--- src/rtl/div_sc_mem_wr_pkg.sv ---
`default_nettype none
// ============================================================================
// Module   : div_sc_mem_wr_pkg
// Purpose  : Shared image-pipeline definitions for the histogram-equalisation
//            LUT builder: memory geometry, pixel widths, FSM state encoding
//            and a slot-extraction helper.
// Ports    : none (package)
// Revision : 1.0  initial release
// ============================================================================
package div_sc_mem_wr_pkg;

    localparam int NUM_LINES      = 64;
    localparam int SLOTS_PER_LINE = 4;
    localparam int SLOT_W         = 32;
    localparam int PIX_W          = 8;
    localparam int MAX_LEVEL      = 255;
    localparam int ADDR_W         = 16;
    localparam int LINE_W         = SLOTS_PER_LINE * SLOT_W;
    localparam int LINE_IDX_W     = 6;

    localparam logic [3:0] ST_IDLE      = 4'd0;
    localparam logic [3:0] ST_MIN_RD    = 4'd1;
    localparam logic [3:0] ST_MIN_WAIT  = 4'd2;
    localparam logic [3:0] ST_MIN_CHK   = 4'd3;
    localparam logic [3:0] ST_LINE_RD   = 4'd4;
    localparam logic [3:0] ST_LINE_WAIT = 4'd5;
    localparam logic [3:0] ST_LINE_CAP  = 4'd6;
    localparam logic [3:0] ST_DIV_START = 4'd7;
    localparam logic [3:0] ST_DIV_WAIT  = 4'd8;
    localparam logic [3:0] ST_PACK      = 4'd9;
    localparam logic [3:0] ST_WRITE     = 4'd10;
    localparam logic [3:0] ST_WT_IDLE1  = 4'd11;
    localparam logic [3:0] ST_WT_IDLE2  = 4'd12;
    localparam logic [3:0] ST_DONE      = 4'd13;

    typedef enum logic [3:0] {
        S_IDLE      = ST_IDLE,
        S_MIN_RD    = ST_MIN_RD,
        S_MIN_WAIT  = ST_MIN_WAIT,
        S_MIN_CHK   = ST_MIN_CHK,
        S_LINE_RD   = ST_LINE_RD,
        S_LINE_WAIT = ST_LINE_WAIT,
        S_LINE_CAP  = ST_LINE_CAP,
        S_DIV_START = ST_DIV_START,
        S_DIV_WAIT  = ST_DIV_WAIT,
        S_PACK      = ST_PACK,
        S_WRITE     = ST_WRITE,
        S_WT_IDLE1  = ST_WT_IDLE1,
        S_WT_IDLE2  = ST_WT_IDLE2,
        S_DONE      = ST_DONE
    } state_t;

    // Entry k of a memory line occupies bits [32k+31:32k].
    function automatic logic [SLOT_W-1:0] get_slot(input logic [LINE_W-1:0] line,
                                                   input logic [1:0]        slot);
        return line[{slot, 5'b00000} +: SLOT_W];
    endfunction

endpackage
`default_nettype wire

--- src/rtl/div_sc_mem_wr_if.sv ---
`default_nettype none
// ============================================================================
// Module   : div_sc_mem_wr_if
// Purpose  : Bus bundle between the LUT builder, the CDF memory (read side),
//            the scratch memory (write side) and the neighbouring stages.
// Signals  : cdf_mem_wt_done    start pulse from the CDF stage
//            cdf_mem_rd_data    128-bit CDF line
//            cdf_mem_rd_addr    CDF line address
//            sc_mem_wt_addr     scratch line address
//            sc_mem_wt_data     four packed map entries
//            sc_mem_wt_en       scratch write strobe
//            div_sc_mem_wt_done completion pulse
// Modports : master = LUT builder, slave = memories / environment
// Revision : 1.0  initial release
// ============================================================================
interface div_sc_mem_wr_if;
    import div_sc_mem_wr_pkg::*;

    logic               cdf_mem_wt_done;
    logic [LINE_W-1:0]  cdf_mem_rd_data;
    logic [ADDR_W-1:0]  cdf_mem_rd_addr;
    logic [ADDR_W-1:0]  sc_mem_wt_addr;
    logic [LINE_W-1:0]  sc_mem_wt_data;
    logic               sc_mem_wt_en;
    logic               div_sc_mem_wt_done;

    modport master (
        input  cdf_mem_wt_done,
        input  cdf_mem_rd_data,
        output cdf_mem_rd_addr,
        output sc_mem_wt_addr,
        output sc_mem_wt_data,
        output sc_mem_wt_en,
        output div_sc_mem_wt_done
    );

    modport slave (
        output cdf_mem_wt_done,
        output cdf_mem_rd_data,
        input  cdf_mem_rd_addr,
        input  sc_mem_wt_addr,
        input  sc_mem_wt_data,
        input  sc_mem_wt_en,
        input  div_sc_mem_wt_done
    );

endinterface
`default_nettype wire

--- src/rtl/div_sc_mem_wr_seq_divider.sv ---
`default_nettype none
// ============================================================================
// Module   : seq_divider
// Purpose  : Restoring unsigned divider, one quotient bit per cycle.
//            done pulses exactly NUM_W cycles after start is sampled.
// Ports    : clk, reset (sync, active-high)
//            start  load operands and begin
//            num    dividend [NUM_W]
//            den    divisor  [DEN_W]
//            quo    quotient [NUM_W], valid while done
//            rem    remainder [DEN_W], valid while done
//            done   one-cycle completion pulse
// Revision : 1.0  initial release
// ============================================================================
module seq_divider #(
    parameter int NUM_W = 20,
    parameter int DEN_W = 16
) (
    input  wire logic             clk,
    input  wire logic             reset,
    input  wire logic             start,
    input  wire logic [NUM_W-1:0] num,
    input  wire logic [DEN_W-1:0] den,
    output logic      [NUM_W-1:0] quo,
    output logic      [DEN_W-1:0] rem,
    output logic                  done
);

    localparam int CNT_W = $clog2(NUM_W + 1);

    logic [NUM_W-1:0] r_quo;
    logic [DEN_W-1:0] r_rem;
    logic [DEN_W-1:0] r_den;
    logic [CNT_W-1:0] r_cnt;
    logic             r_busy;
    logic             r_done;

    // Partial remainder shifted left with the next dividend bit; the
    // dividend register doubles as the quotient shift register.
    logic [DEN_W:0] w_part;
    logic [DEN_W:0] w_diff;
    logic           w_ge;

    assign w_part = {r_rem, r_quo[NUM_W-1]};
    assign w_diff = w_part - {1'b0, r_den};
    assign w_ge   = (w_part >= {1'b0, r_den});

    always_ff @(posedge clk) begin
        if (reset) begin
            r_quo  <= '0;
            r_rem  <= '0;
            r_den  <= '0;
            r_cnt  <= '0;
            r_busy <= 1'b0;
            r_done <= 1'b0;
        end else begin
            r_done <= 1'b0;
            if (start) begin
                r_quo  <= num;
                r_rem  <= '0;
                r_den  <= den;
                r_cnt  <= CNT_W'(NUM_W);
                r_busy <= 1'b1;
            end else if (r_busy) begin
                r_quo <= {r_quo[NUM_W-2:0], w_ge};
                // When the trial subtraction fails, w_part < den so its MSB is 0.
                r_rem <= w_ge ? w_diff[DEN_W-1:0] : w_part[DEN_W-1:0];
                r_cnt <= r_cnt - 1'b1;
                if (r_cnt == CNT_W'(1)) begin
                    r_busy <= 1'b0;
                    r_done <= 1'b1;
                end
            end
        end
    end

    logic w_unused_diff_msb;
    assign w_unused_diff_msb = w_diff[DEN_W];

    assign quo  = r_quo;
    assign rem  = r_rem;
    assign done = r_done;

endmodule
`default_nettype wire

--- src/rtl/div_sc_mem_wr.sv ---
`default_nettype none
// ============================================================================
// Module   : div_sc_mem_wr
// Purpose  : Builds the histogram-equalisation LUT. Scans the CDF memory for
//            the first nonzero entry (cdf_min), then for every grey level e
//            computes floor((cdf[e]-cdf_min)*255/(TOTAL_PIX-cdf_min)) and
//            writes the 8-bit results into scratch memory, four per line, in
//            the same line/slot layout as the CDF. Pulses done at the end.
// Ports    : clk    clock
//            reset  synchronous, active-high
//            bus    div_sc_mem_wr_if.master (CDF read / scratch write / start
//                   and done handshakes)
// Revision : 1.0  initial release
// ============================================================================
module div_sc_mem_wr
    import div_sc_mem_wr_pkg::*;
#(
    parameter int TOTAL_PIX = 1024,
    parameter int RD_LAT    = 2,
    parameter int NUM_W     = 20,
    parameter int DEN_W     = 16
) (
    input  wire logic      clk,
    input  wire logic      reset,
    div_sc_mem_wr_if.master bus
);

    localparam logic [LINE_IDX_W-1:0] c_LAST_LINE = LINE_IDX_W'(NUM_LINES - 1);
    localparam logic [3:0]            c_WAIT_LAST = 4'(RD_LAT - 1);
    localparam logic [SLOT_W-1:0]     c_TOTAL     = SLOT_W'(TOTAL_PIX);
    localparam logic [SLOT_W-1:0]     c_MAX_LEVEL = SLOT_W'(MAX_LEVEL);

    state_t                r_state;
    state_t                w_state_nxt;

    logic [LINE_IDX_W-1:0] r_line;
    logic [1:0]            r_slot;
    logic [3:0]            r_wcnt;
    logic [SLOT_W-1:0]     r_cdf_min;
    logic [LINE_W-1:0]     r_line_data;
    logic [LINE_W-1:0]     r_pack;

    logic [ADDR_W-1:0]     r_rd_addr;
    logic [ADDR_W-1:0]     r_wt_addr;
    logic [LINE_W-1:0]     r_wt_data;
    logic                  r_wt_en;
    logic                  r_done;

    // ------------------------------------------------------------------
    // cdf_min search: lowest nonzero slot of the line currently on the bus
    // ------------------------------------------------------------------
    logic              w_found;
    logic [SLOT_W-1:0] w_first;

    always_comb begin
        w_found = 1'b0;
        w_first = '0;
        for (int k = SLOTS_PER_LINE - 1; k >= 0; k--) begin
            if (bus.cdf_mem_rd_data[k*SLOT_W +: SLOT_W] != '0) begin
                w_found = 1'b1;
                w_first = bus.cdf_mem_rd_data[k*SLOT_W +: SLOT_W];
            end
        end
    end

    // ------------------------------------------------------------------
    // Per-entry arithmetic
    // ------------------------------------------------------------------
    logic [SLOT_W-1:0] w_cdf;
    logic [SLOT_W-1:0] w_diff;
    logic [SLOT_W-1:0] w_prod;
    logic [SLOT_W-1:0] w_den_full;
    logic [NUM_W-1:0]  w_num;
    logic [DEN_W-1:0]  w_den;
    logic              w_below;
    logic              w_den_zero;
    logic              w_bypass;
    logic              w_div_start;
    logic [PIX_W-1:0]  w_bypass_val;
    logic [PIX_W-1:0]  w_quo_val;

    logic [NUM_W-1:0]  w_quo;
    logic [DEN_W-1:0]  w_rem;
    logic              w_div_done;

    assign w_cdf      = get_slot(r_line_data, r_slot);
    // Levels below cdf_min (zero included) map to black; this check also
    // keeps the unsigned subtraction below from wrapping.
    assign w_below    = (w_cdf == '0) || (w_cdf < r_cdf_min);
    assign w_diff     = w_cdf - r_cdf_min;
    assign w_prod     = w_diff * c_MAX_LEVEL;
    assign w_num      = w_prod[NUM_W-1:0];
    assign w_den_full = c_TOTAL - r_cdf_min;
    assign w_den      = w_den_full[DEN_W-1:0];
    // den == 0 means every pixel sits at one level: map it to white.
    assign w_den_zero = (w_den == '0);
    assign w_bypass   = w_below || w_den_zero;
    assign w_div_start = (r_state == S_DIV_START) && !w_bypass;
    assign w_bypass_val = w_below ? PIX_W'(0) : PIX_W'(MAX_LEVEL);
    assign w_quo_val    = (w_quo > NUM_W'(MAX_LEVEL)) ? PIX_W'(MAX_LEVEL) : w_quo[PIX_W-1:0];

    seq_divider #(
        .NUM_W (NUM_W),
        .DEN_W (DEN_W)
    ) u_div (
        .clk   (clk),
        .reset (reset),
        .start (w_div_start),
        .num   (w_num),
        .den   (w_den),
        .quo   (w_quo),
        .rem   (w_rem),
        .done  (w_div_done)
    );

    logic w_unused_bits;
    assign w_unused_bits = ^{w_prod[SLOT_W-1:NUM_W], w_den_full[SLOT_W-1:DEN_W], w_rem};

    // ------------------------------------------------------------------
    // FSM
    // ------------------------------------------------------------------
    always_ff @(posedge clk) begin
        if (reset) r_state <= S_IDLE;
        else       r_state <= w_state_nxt;
    end

    always_comb begin
        w_state_nxt = r_state;
        case (r_state)
            S_IDLE:      if (bus.cdf_mem_wt_done) w_state_nxt = S_MIN_RD;
            S_MIN_RD:    w_state_nxt = S_MIN_WAIT;
            S_MIN_WAIT:  if (r_wcnt == c_WAIT_LAST) w_state_nxt = S_MIN_CHK;
            S_MIN_CHK:   w_state_nxt = (w_found || r_line == c_LAST_LINE) ? S_LINE_RD : S_MIN_RD;
            S_LINE_RD:   w_state_nxt = S_LINE_WAIT;
            S_LINE_WAIT: if (r_wcnt == c_WAIT_LAST) w_state_nxt = S_LINE_CAP;
            S_LINE_CAP:  w_state_nxt = S_DIV_START;
            S_DIV_START: w_state_nxt = w_bypass ? S_PACK : S_DIV_WAIT;
            S_DIV_WAIT:  if (w_div_done) w_state_nxt = S_PACK;
            S_PACK:      w_state_nxt = (r_slot == 2'd3) ? S_WRITE : S_DIV_START;
            S_WRITE:     w_state_nxt = S_WT_IDLE1;
            S_WT_IDLE1:  w_state_nxt = S_WT_IDLE2;
            S_WT_IDLE2:  w_state_nxt = (r_line == c_LAST_LINE) ? S_DONE : S_LINE_RD;
            S_DONE:      w_state_nxt = S_IDLE;
            default:     w_state_nxt = S_IDLE;
        endcase
    end

    // ------------------------------------------------------------------
    // Datapath and registered outputs
    // ------------------------------------------------------------------
    always_ff @(posedge clk) begin
        if (reset) begin
            r_line      <= '0;
            r_slot      <= '0;
            r_wcnt      <= '0;
            r_cdf_min   <= '0;
            r_line_data <= '0;
            r_pack      <= '0;
            r_rd_addr   <= '0;
            r_wt_addr   <= '0;
            r_wt_data   <= '0;
            r_wt_en     <= 1'b0;
            r_done      <= 1'b0;
        end else begin
            r_wt_en <= (w_state_nxt == S_WRITE);
            r_done  <= (w_state_nxt == S_DONE);
            r_wcnt  <= (r_state == S_MIN_WAIT || r_state == S_LINE_WAIT) ? r_wcnt + 1'b1 : 4'd0;

            case (r_state)
                S_IDLE: begin
                    if (bus.cdf_mem_wt_done) begin
                        r_line    <= '0;
                        r_cdf_min <= '0;
                    end
                end
                S_MIN_RD, S_LINE_RD: begin
                    r_rd_addr <= ADDR_W'(r_line);
                end
                S_MIN_CHK: begin
                    if (w_found) begin
                        r_cdf_min <= w_first;
                        r_line    <= '0;
                    end else if (r_line == c_LAST_LINE) begin
                        r_cdf_min <= '0;
                        r_line    <= '0;
                    end else begin
                        r_line <= r_line + 1'b1;
                    end
                end
                S_LINE_CAP: begin
                    // RD_LAT cycles have elapsed since the address appeared.
                    r_line_data <= bus.cdf_mem_rd_data;
                    r_slot      <= '0;
                    r_pack      <= '0;
                end
                S_DIV_START: begin
                    if (w_bypass) r_pack[{r_slot, 5'b00000} +: SLOT_W] <= SLOT_W'(w_bypass_val);
                end
                S_DIV_WAIT: begin
                    if (w_div_done) r_pack[{r_slot, 5'b00000} +: SLOT_W] <= SLOT_W'(w_quo_val);
                end
                S_PACK: begin
                    r_slot <= r_slot + 1'b1;
                    if (r_slot == 2'd3) begin
                        r_wt_addr <= ADDR_W'(r_line);
                        r_wt_data <= r_pack;
                    end
                end
                S_WT_IDLE2: begin
                    if (r_line != c_LAST_LINE) r_line <= r_line + 1'b1;
                end
                default: ;
            endcase
        end
    end

    assign bus.cdf_mem_rd_addr    = r_rd_addr;
    assign bus.sc_mem_wt_addr     = r_wt_addr;
    assign bus.sc_mem_wt_data     = r_wt_data;
    assign bus.sc_mem_wt_en       = r_wt_en;
    assign bus.div_sc_mem_wt_done = r_done;

endmodule
`default_nettype wire

--- src/flat_wrapper.sv ---
// flat-port wrapper written by rule: the top's interface ports become plain ports
module div_sc_mem_wr_flat import div_sc_mem_wr_pkg::*;
#(
    parameter int TOTAL_PIX = 1024,
    parameter int RD_LAT    = 2,
    parameter int NUM_W     = 20,
    parameter int DEN_W     = 16
)
  (clk, reset, bus_cdf_mem_wt_done, bus_cdf_mem_rd_data, bus_cdf_mem_rd_addr, bus_sc_mem_wt_addr, bus_sc_mem_wt_data, bus_sc_mem_wt_en, bus_div_sc_mem_wt_done);
  div_sc_mem_wr_if bus_i ();
  input  wire logic clk;
  input  wire logic reset;
  input wire logic [$bits(bus_i.cdf_mem_wt_done)-1:0] bus_cdf_mem_wt_done;
  input wire logic [$bits(bus_i.cdf_mem_rd_data)-1:0] bus_cdf_mem_rd_data;
  output wire logic [$bits(bus_i.cdf_mem_rd_addr)-1:0] bus_cdf_mem_rd_addr;
  output wire logic [$bits(bus_i.sc_mem_wt_addr)-1:0] bus_sc_mem_wt_addr;
  output wire logic [$bits(bus_i.sc_mem_wt_data)-1:0] bus_sc_mem_wt_data;
  output wire logic [$bits(bus_i.sc_mem_wt_en)-1:0] bus_sc_mem_wt_en;
  output wire logic [$bits(bus_i.div_sc_mem_wt_done)-1:0] bus_div_sc_mem_wt_done;
  assign bus_i.cdf_mem_wt_done = bus_cdf_mem_wt_done;
  assign bus_i.cdf_mem_rd_data = bus_cdf_mem_rd_data;
  assign bus_cdf_mem_rd_addr = bus_i.cdf_mem_rd_addr;
  assign bus_sc_mem_wt_addr = bus_i.sc_mem_wt_addr;
  assign bus_sc_mem_wt_data = bus_i.sc_mem_wt_data;
  assign bus_sc_mem_wt_en = bus_i.sc_mem_wt_en;
  assign bus_div_sc_mem_wt_done = bus_i.div_sc_mem_wt_done;
  div_sc_mem_wr #(.TOTAL_PIX(TOTAL_PIX), .RD_LAT(RD_LAT), .NUM_W(NUM_W), .DEN_W(DEN_W)) u_core (.clk(clk), .reset(reset), .bus(bus_i));
endmodule
--- config.mk ---
export PLATFORM = sky130hd
export DESIGN_NAME = div_sc_mem_wr_flat
export DESIGN_NICKNAME = d
export VERILOG_FILES = /design/src/rtl/div_sc_mem_wr_pkg.sv /design/src/rtl/div_sc_mem_wr_if.sv /design/src/rtl/div_sc_mem_wr_seq_divider.sv /design/src/rtl/div_sc_mem_wr.sv /design/src/flat_wrapper.sv
export SDC_FILE = /design/constraint.sdc
export NUM_CORES = 1
export LEC_CHECK = 0
export ABC_CLOCK_PERIOD_IN_PS = 14040
export BUFFER_PORTS_ARGS = -buffer_cell sky130_fd_sc_hd__buf_2
export CAP_MARGIN = 5
export CORE_ASPECT_RATIO = 0.9
export CORE_MARGIN = 10
export CORE_UTILIZATION = 45
export CTS_CLUSTER_SIZE = 14
export DETAILED_ROUTE_END_ITERATION = 16
export REMOVE_ABC_BUFFERS = 1
export SETUP_SLACK_MARGIN = 0.3
export SLEW_MARGIN = 20
export SYNTH_ARGS = -nofsm -noshare
export SYNTH_HDL_FRONTEND = slang
export SYNTH_HIERARCHICAL = 1
export SYNTH_SLANG_ARGS = --single-unit
--- constraint.sdc ---
create_clock -name clk -period 14.04 [get_ports clk]
set_input_delay 0.702 -clock clk [delete_from_list [all_inputs] [get_ports clk]]
set_output_delay 0.702 -clock clk [all_outputs]
set_load 0.005 [all_outputs]
==> metrics.txt, run 1 <==
crit path max fanout 33; final slew viol count 0; Final Core Density 0.5169; initial antenna violation count 1; P_int about 2.6 mW; FF/Latch Area about 10000 um2; count of flip-flops with a built-in enable after synthesis 0; top cell type's share of synthesized area 0.3979; Resized cells post-CTS 0; FP Rows 82; post-route setup TNS 0 ns; total grt overflow 0; Clk pwr share 0.387; # port buffers 272; routability cong. roughly 0.89; remaining antenna violation count after routing 0; Final Non-Filler Cells 3989; commonest cells after routing, fill and taps aside nand2_1, dfxtp_1, a21oi_1; area occupied by multi-input gates 13830 um2; Post-Route WL 71190 um; DRT Pass-1 Iters 5; Synth area leader dfxtp_1; sequential area share after synthesis 0.3979; CTS Buf Count 53; sw power 1.072 mW; Vias per Instance 5.429; PD cells between 100 and 150 nW/um2; root buf cell clkbuf_16; Synth Area per Inst 8.380 um2; Synth Warn # 6; final worst-path cycle share 0.5651; count of cell types in the netlist 80; Worst Path Arrival 8.40 ns; synth top area cells dfxtp_1, nand2_1, a21oi_1; final hold viol count 0; Slew HR 0.2447; Synth Register Bits 505; dpl hpwl slightly above 50000 um; predominant post-synthesis flop cell dfxtp_1; die area ~66000 um2; CTS Buffer Depth 3; Layout fillers 5456; Area Growth Syn to Fin 13.55%; WL/cell around 18 um; sw frac 0.2894; result of the run completed; setup bufs post-CTS 0; Setup CP Type reg -> reg; Seq pwr share 0.389; Comb pwr share 0.224; Die H 245.4 um; Cell Area, Synth 25410 um2; Peak Freq about 130 MHz; crit end category register; H-Tree Depth 2; Worst Skew about 0.018 ns; crit path time final 7.934 ns; clk_lat worst skew 0.61 ns; I/O pins 293; Final Worst Setup Slack 6.106 ns; Post-Place Cells 3890; worst hold path class in -> reg; pre-CTS setup slack 6.123 ns; max_cap viols 0; First DRT Iteration DRCs 1576; Cells after Synth around 3.0k; cts-stage hold buffer count 0; number of vias in the routed layout 21.66k; n_diodes 0; clk slew on worst S/H paths 0.06 ns; share of layout cells above drive strength 1 0.1435; CP Launch Type register; GR Util All Layers 0.2070; Synth async-reset ratio 0; leakage 11.59 nW; drc violations 0; CTS tree yes; unrepaired setup endpoints after global routing no; CTS Sinks 505; Max VDD drop 0.1005 mV; Initial Util 0.4552; number of global-route vias before repair ~21k; first-pass GRT wire length 114300 um; Least-Margin Pin Slew ~1.1 ns; Setup violations, final 0; final net count 3474; Worst EP required 14.51 ns; largest net degree at the start of global routing 106; Core Region approximately 56000 um2; most common cell after layout, fill and taps aside nand2_1; Die Width 270.5 um
==> cells in the mapped netlist, drive strengths merged, types with 6 or more instances <==
master,instances
fa,57
a21o,59
o2111ai,6
nor2,174
and3,7
a21oi,404
or2,9
buf,51
nor2b,12
xor2,23
nand2b,8
a31oi,11
dfxtp,505
clkbuf,154
or3,6
a22oi,35
nand4,22
xnor2,74
nor4,48
inv,176
mux4,32
o21ai,99
o31ai,8
nand3,24
o21bai,6
ha,97
nor3b,100
o211ai,9
a211oi,7
nor3,24
mux2i,50
nand2,663
and2,8
o21a,7
==> worst max-delay path, cell delays in order (launching register included) <==
cell	delay [ns]
dfxtp_2	0.52
buf_4	0.59
mux4_2	0.63
ha_1	0.25
nor3_1	0.20
nand3_1	0.15
a2111oi_0	0.65
nor3_1	0.16
xor2_1	0.43
inv_1	0.23
fa_1	0.58
fa_1	0.55
inv_1	0.05
fa_1	0.53
inv_1	0.05
fa_1	0.52
inv_1	0.04
ha_1	0.34
nor2_1	0.08
o41a_1	0.41
o21ai_0	0.21
xnor3_1	0.42
a21oi_1	0.15
nor2_1	0.05
==> routing by layer <==
metal  global-route usage  vias up  part of all wire
li1                     -    10560                 -
met1               0.2718    10440              0.45
met2               0.3418      565              0.47
met3              0.04257       92             0.061
met4              0.05599        0             0.022
met5                    0        -                 0
==> stage by stage <==
stage / total power, mW / instance area, um2 / hold WS [ns]
after floorplan: 2.112 / 24540 / 0.4210
after global placement: 2.291 / 27040 / 0.4329
after detailed placement: 2.305 / 27050 / 0.4394
after CTS: 3.749 / 28850 / 0.3307
after global routing: 3.926 / 28850 / 0.3578
final: 3.706 / 28850 / 0.3564
==> cell families after synthesis <==
group | count (synthesis) | share of synthesized area
buf+inv | 382 | 0.06294
simple gates | 1115 | 0.1969
flops | 505 | 0.3979
mux | 84 | 0.04925
compound gates | 688 | 0.1629
xor+xnor | 100 | 0.03610
fa+ha+maj | 157 | 0.09386
other cells | 1 | 0.0001476
==> registers in the layout (all words and copies together) (netlist names) <==
register,cells
u_core/bus.sc_mem_wt_data,128
u_core/r_line_data,128
u_core/r_pack,128
u_core/r_cdf_min,32
u_core/u_div/quo,20
u_core/u_div/r_den,16
u_core/u_div/rem,16
u_core/bus.cdf_mem_rd_addr,6
u_core/bus.sc_mem_wt_addr,6
u_core/r_line,6
u_core/u_div/r_cnt,5
u_core/r_state,4
u_core/r_wcnt,4
u_core/r_slot,2
u_core/bus.div_sc_mem_wt_done,1
u_core/bus.sc_mem_wt_en,1
u_core/u_div/done,1
u_core/u_div/r_busy,1
==> worst paths after layout <==
check                          startpoint                             end  slack (ns)  cells after the start
setup / recovery         u_core/r_slot[0]            u_core/u_div/quo[19]        6.11                     23
hold / removal    bus_cdf_mem_rd_data[54]          u_core/r_line_data[54]        0.36                      3
setup reg to reg         u_core/r_slot[0]            u_core/u_div/quo[19]        6.11                     23
hold reg to reg        u_core/r_pack[108]  u_core/bus.sc_mem_wt_data[108]        0.44                      2
==> layout make-up <==
cell class	count	share of cell area
Tap cell	756	0.03279
Multi-Input combinational cell	2164	0.4795
Sequential cell	505	0.3506
Clock inverter	21	0.007633
Timing Repair Buffer	288	0.05170
Inverter	177	0.02303
Clock buffer	78	0.05482
==> power by group through the flow <==
stage / combinational, mW / sequential [mW] / clock [mW]
2_1_floorplan: 0.641 / 1.47 / 0
3_3_place_gp: 0.818 / 1.47 / 0
3_5_place_dp: 0.832 / 1.47 / 0
4_1_cts: 0.840 / 1.44 / 1.47
5_1_grt: 0.962 / 1.44 / 1.52
6_report: 0.831 / 1.44 / 1.43
(Power assumes the default switching activity.)
==> run 2: changes to the inputs <==
ABC_AREA = 1   (was not set)
ABC_CLOCK_PERIOD_IN_PS = 6650   (was 14040)
PLACE_DENSITY = 0.66   (was not set)
clock period = 6.65 ns   (was 14.04 ns; I/O delays follow)
==> run 2 against run 1 <==
  * Via count increased by 24%
  * Maximum frequency increased by 30%
  * Clock power increased by 110%
  * Non-clock buffer count increased by 137
  * Highest routed layer unchanged
  * First-iteration DRC count increased by 70%
  * Core utilization increased by 2.1 points
  * Sequential power increased by 110%
==> metrics.txt, run 2 <==
result of the run completed; Peak Freq 164.1 MHz; Setup violations, final 0; final hold viol count 0; largest net degree at the start of global routing 124; # port buffers 272; clk slew on worst S/H paths about 0.07 ns; max_cap viols 0; CTS tree yes; crit end category register; Setup CP Type reg -> reg; commonest cells after routing, fill and taps aside nand2_1, inv_1, dfxtp_1; hold_sp bus_cdf_mem_rd_data[13]; P_int 5.990 mW; die area 71370 um2; sequential area share after synthesis 0.3679; CTS Sinks 505; Synth Area per Inst 6.943 um2; Worst Path Arrival approximately 6.7 ns; count leader, synth nand2_1; Slew HR 0.2560; initial antenna violation count 2; CTS Buf Count 54; sw power 3.220 mW; post-route setup TNS 0 ns; hold endpoint u_core/r_line_data[13]; predominant post-synthesis flop cell dfxtp_1; first-pass GRT wire length about 140000 um; Clk pwr share 0.332; n_diodes 0; DRT Pass-1 Iters 5; Critical Path Max Stage Delay 0.53 ns; reg2reg path depth 34; reg2reg setup slack 0.56 ns; crit path time final 6.092 ns; Final Core Density 0.5380; drc violations 0; Synth Register Bits between 500 and 600; clk_lat worst skew 0.62 ns; count of cell types in the netlist 54; Synth area leader dfxtp_1; H-Tree Depth 2; Critical-path top delay cell fa_1; final hold slack 0.02216 ns; GR Util All Layers 0.2328; remaining antenna violation count after routing 0; leakage about 16 nW; Final Non-Filler Cells 5041; Post-Route WL 86830 um; root buf cell clkbuf_16; Least-Margin Pin Slew 1.106 ns; Cell Area, Synth 27480 um2; most common cell after layout, fill and taps aside nand2_1; I/O pins 293; Layout fillers 5984; Synth top cells by count nand2_1, inv_1, dfxtp_1; Seq pwr share 0.332; Area Growth Syn to Fin 17.84%; CTS Buffer Depth 3; RR Startpoint u_core/r_slot[1]; Cells after Synth 3958; PD cells approximately 280 nW/um2; crit path max fanout 18; dpl hpwl 60070 um; total grt overflow 0; Initial Util 0.4565; Max VDD drop approximately 0.49 mV; number of global-route vias before repair about 25k; final worst-path cycle share 0.9161; share of layout cells above drive strength 1 0.1249; Post-Place Cells 4846; worst hold path class in -> reg; final net count 4501; count of flip-flops with a built-in enable after synthesis 0; Worst EP required around 7.2 ns; Core Region between 60000 and 70000 um2; final slew viol count 0; Die H 254.4 um; sw frac 0.3496; Worst Skew 0.02154 ns; synth top area cells dfxtp_1, nand2_1, inv_1; Synth async-reset ratio 0; First DRT Iteration DRCs 2680; CP Launch Type register; Vias per Instance between 5 and 6; Most common cell on crit path nand2_1; Comb pwr share 0.337; routability cong. 0.9333; WL/cell 17.23 um; number of vias in the routed layout 26.81k; unrepaired setup endpoints after global routing no; Die Width 280.5 um; Synth Warn # 6; FP Rows 85; RR Endpoint u_core/u_div/quo[17]; top cell type's share of synthesized area 0.3679; Min-Delay Path Depth 3
## run 2: area by class of cell
class | count | area, um2 | area share
Clock buffer | 72 | 1519 | 0.04691
Clock inverter | 26 | 287.8 | 0.008886
Inverter | 525 | 1989 | 0.06143
Multi-Input combinational cell | 2705 | 14690 | 0.4537
Timing Repair Buffer | 425 | 2798 | 0.08639
Tap cell | 783 | 979.7 | 0.03025
Sequential cell | 505 | 10120 | 0.3124
## run 2: cells by family (layout without fill, tap and decap cells)
logic type	count (synthesis)	after routing	synth area share
compound gates	650	650	0.1275
xor+xnor	64	64	0.02067
fa+ha+maj	155	155	0.08605
buf+inv	767	1048	0.1120
flops	505	505	0.3679
other cells	1	20	0.0001365
simple gates	1816	1816	0.2858
## run 2: critical path, delay by kind of cell, from the launching register on
family          cells  cell delay [ns]
xor+xnor            2             0.35
buf+inv             7             0.64
flops               1             0.37
fa+ha+maj           6             2.29
compound gates      8             1.27
simple gates       11             1.12
## run 2: power by group through the flow
stage | clock network [mW] | logic, mW | registers (mW)
global route | 3.23 | 3.44 | 3.06
detailed placement | 0 | 2.61 | 3.12
floorplan | 0 | 1.94 | 3.12
finish | 3.05 | 3.10 | 3.06
global placement | 0 | 2.60 | 3.12
CTS | 3.11 | 2.67 | 3.06
## run 2: repair_timing
action                     4_1_cts  5_1_grt
cloned                           0        1
gates resized for setup          8       68
pin swaps                        0       11
hold endpoints to repair        86        0
hold buffers                    86        0
buffers inserted                 0       10
setup endpoints to repair        2       10
## run 2: worst max-delay path by stage
stage / cells past startpoint / from / end / slack, ns
after global placement: 30 / u_core/r_slot[0] / u_core/u_div/quo[19] / 0.27
after detailed placement: 37 / u_core/r_slot[0] / u_core/u_div/quo[17] / 0.19
after CTS: 32 / u_core/r_slot[1] / u_core/u_div/quo[17] / 0.27
after global routing: 42 / u_core/r_slot[0] / u_core/u_div/quo[19] / 0.23
after floorplan: 10 / u_core/r_state[3] / u_core/bus.div_sc_mem_wt_done / -2.90
final: 34 / u_core/r_slot[1] / u_core/u_div/quo[17] / 0.56
## run 2: per-layer routing
metal	up-vias	GRT usage	part of all wire
met5	-	0	0
met4	0	0.06417	0.022
met3	127	0.04139	0.080
met2	987	0.3564	0.44
met1	12410	0.3313	0.46
li1	13280	-	-
## run 2: through the flow
step / power (mW) / setup WS (ns) / area, um2
global route: 9.726 / 0.2332 / 32380
floorplan: 5.063 / -2.905 / 26450
global placement: 5.725 / 0.2661 / 29280
CTS: 8.837 / 0.2750 / 31990
finish: 9.210 / 0.5578 / 32380
detailed placement: 5.731 / 0.1870 / 29290
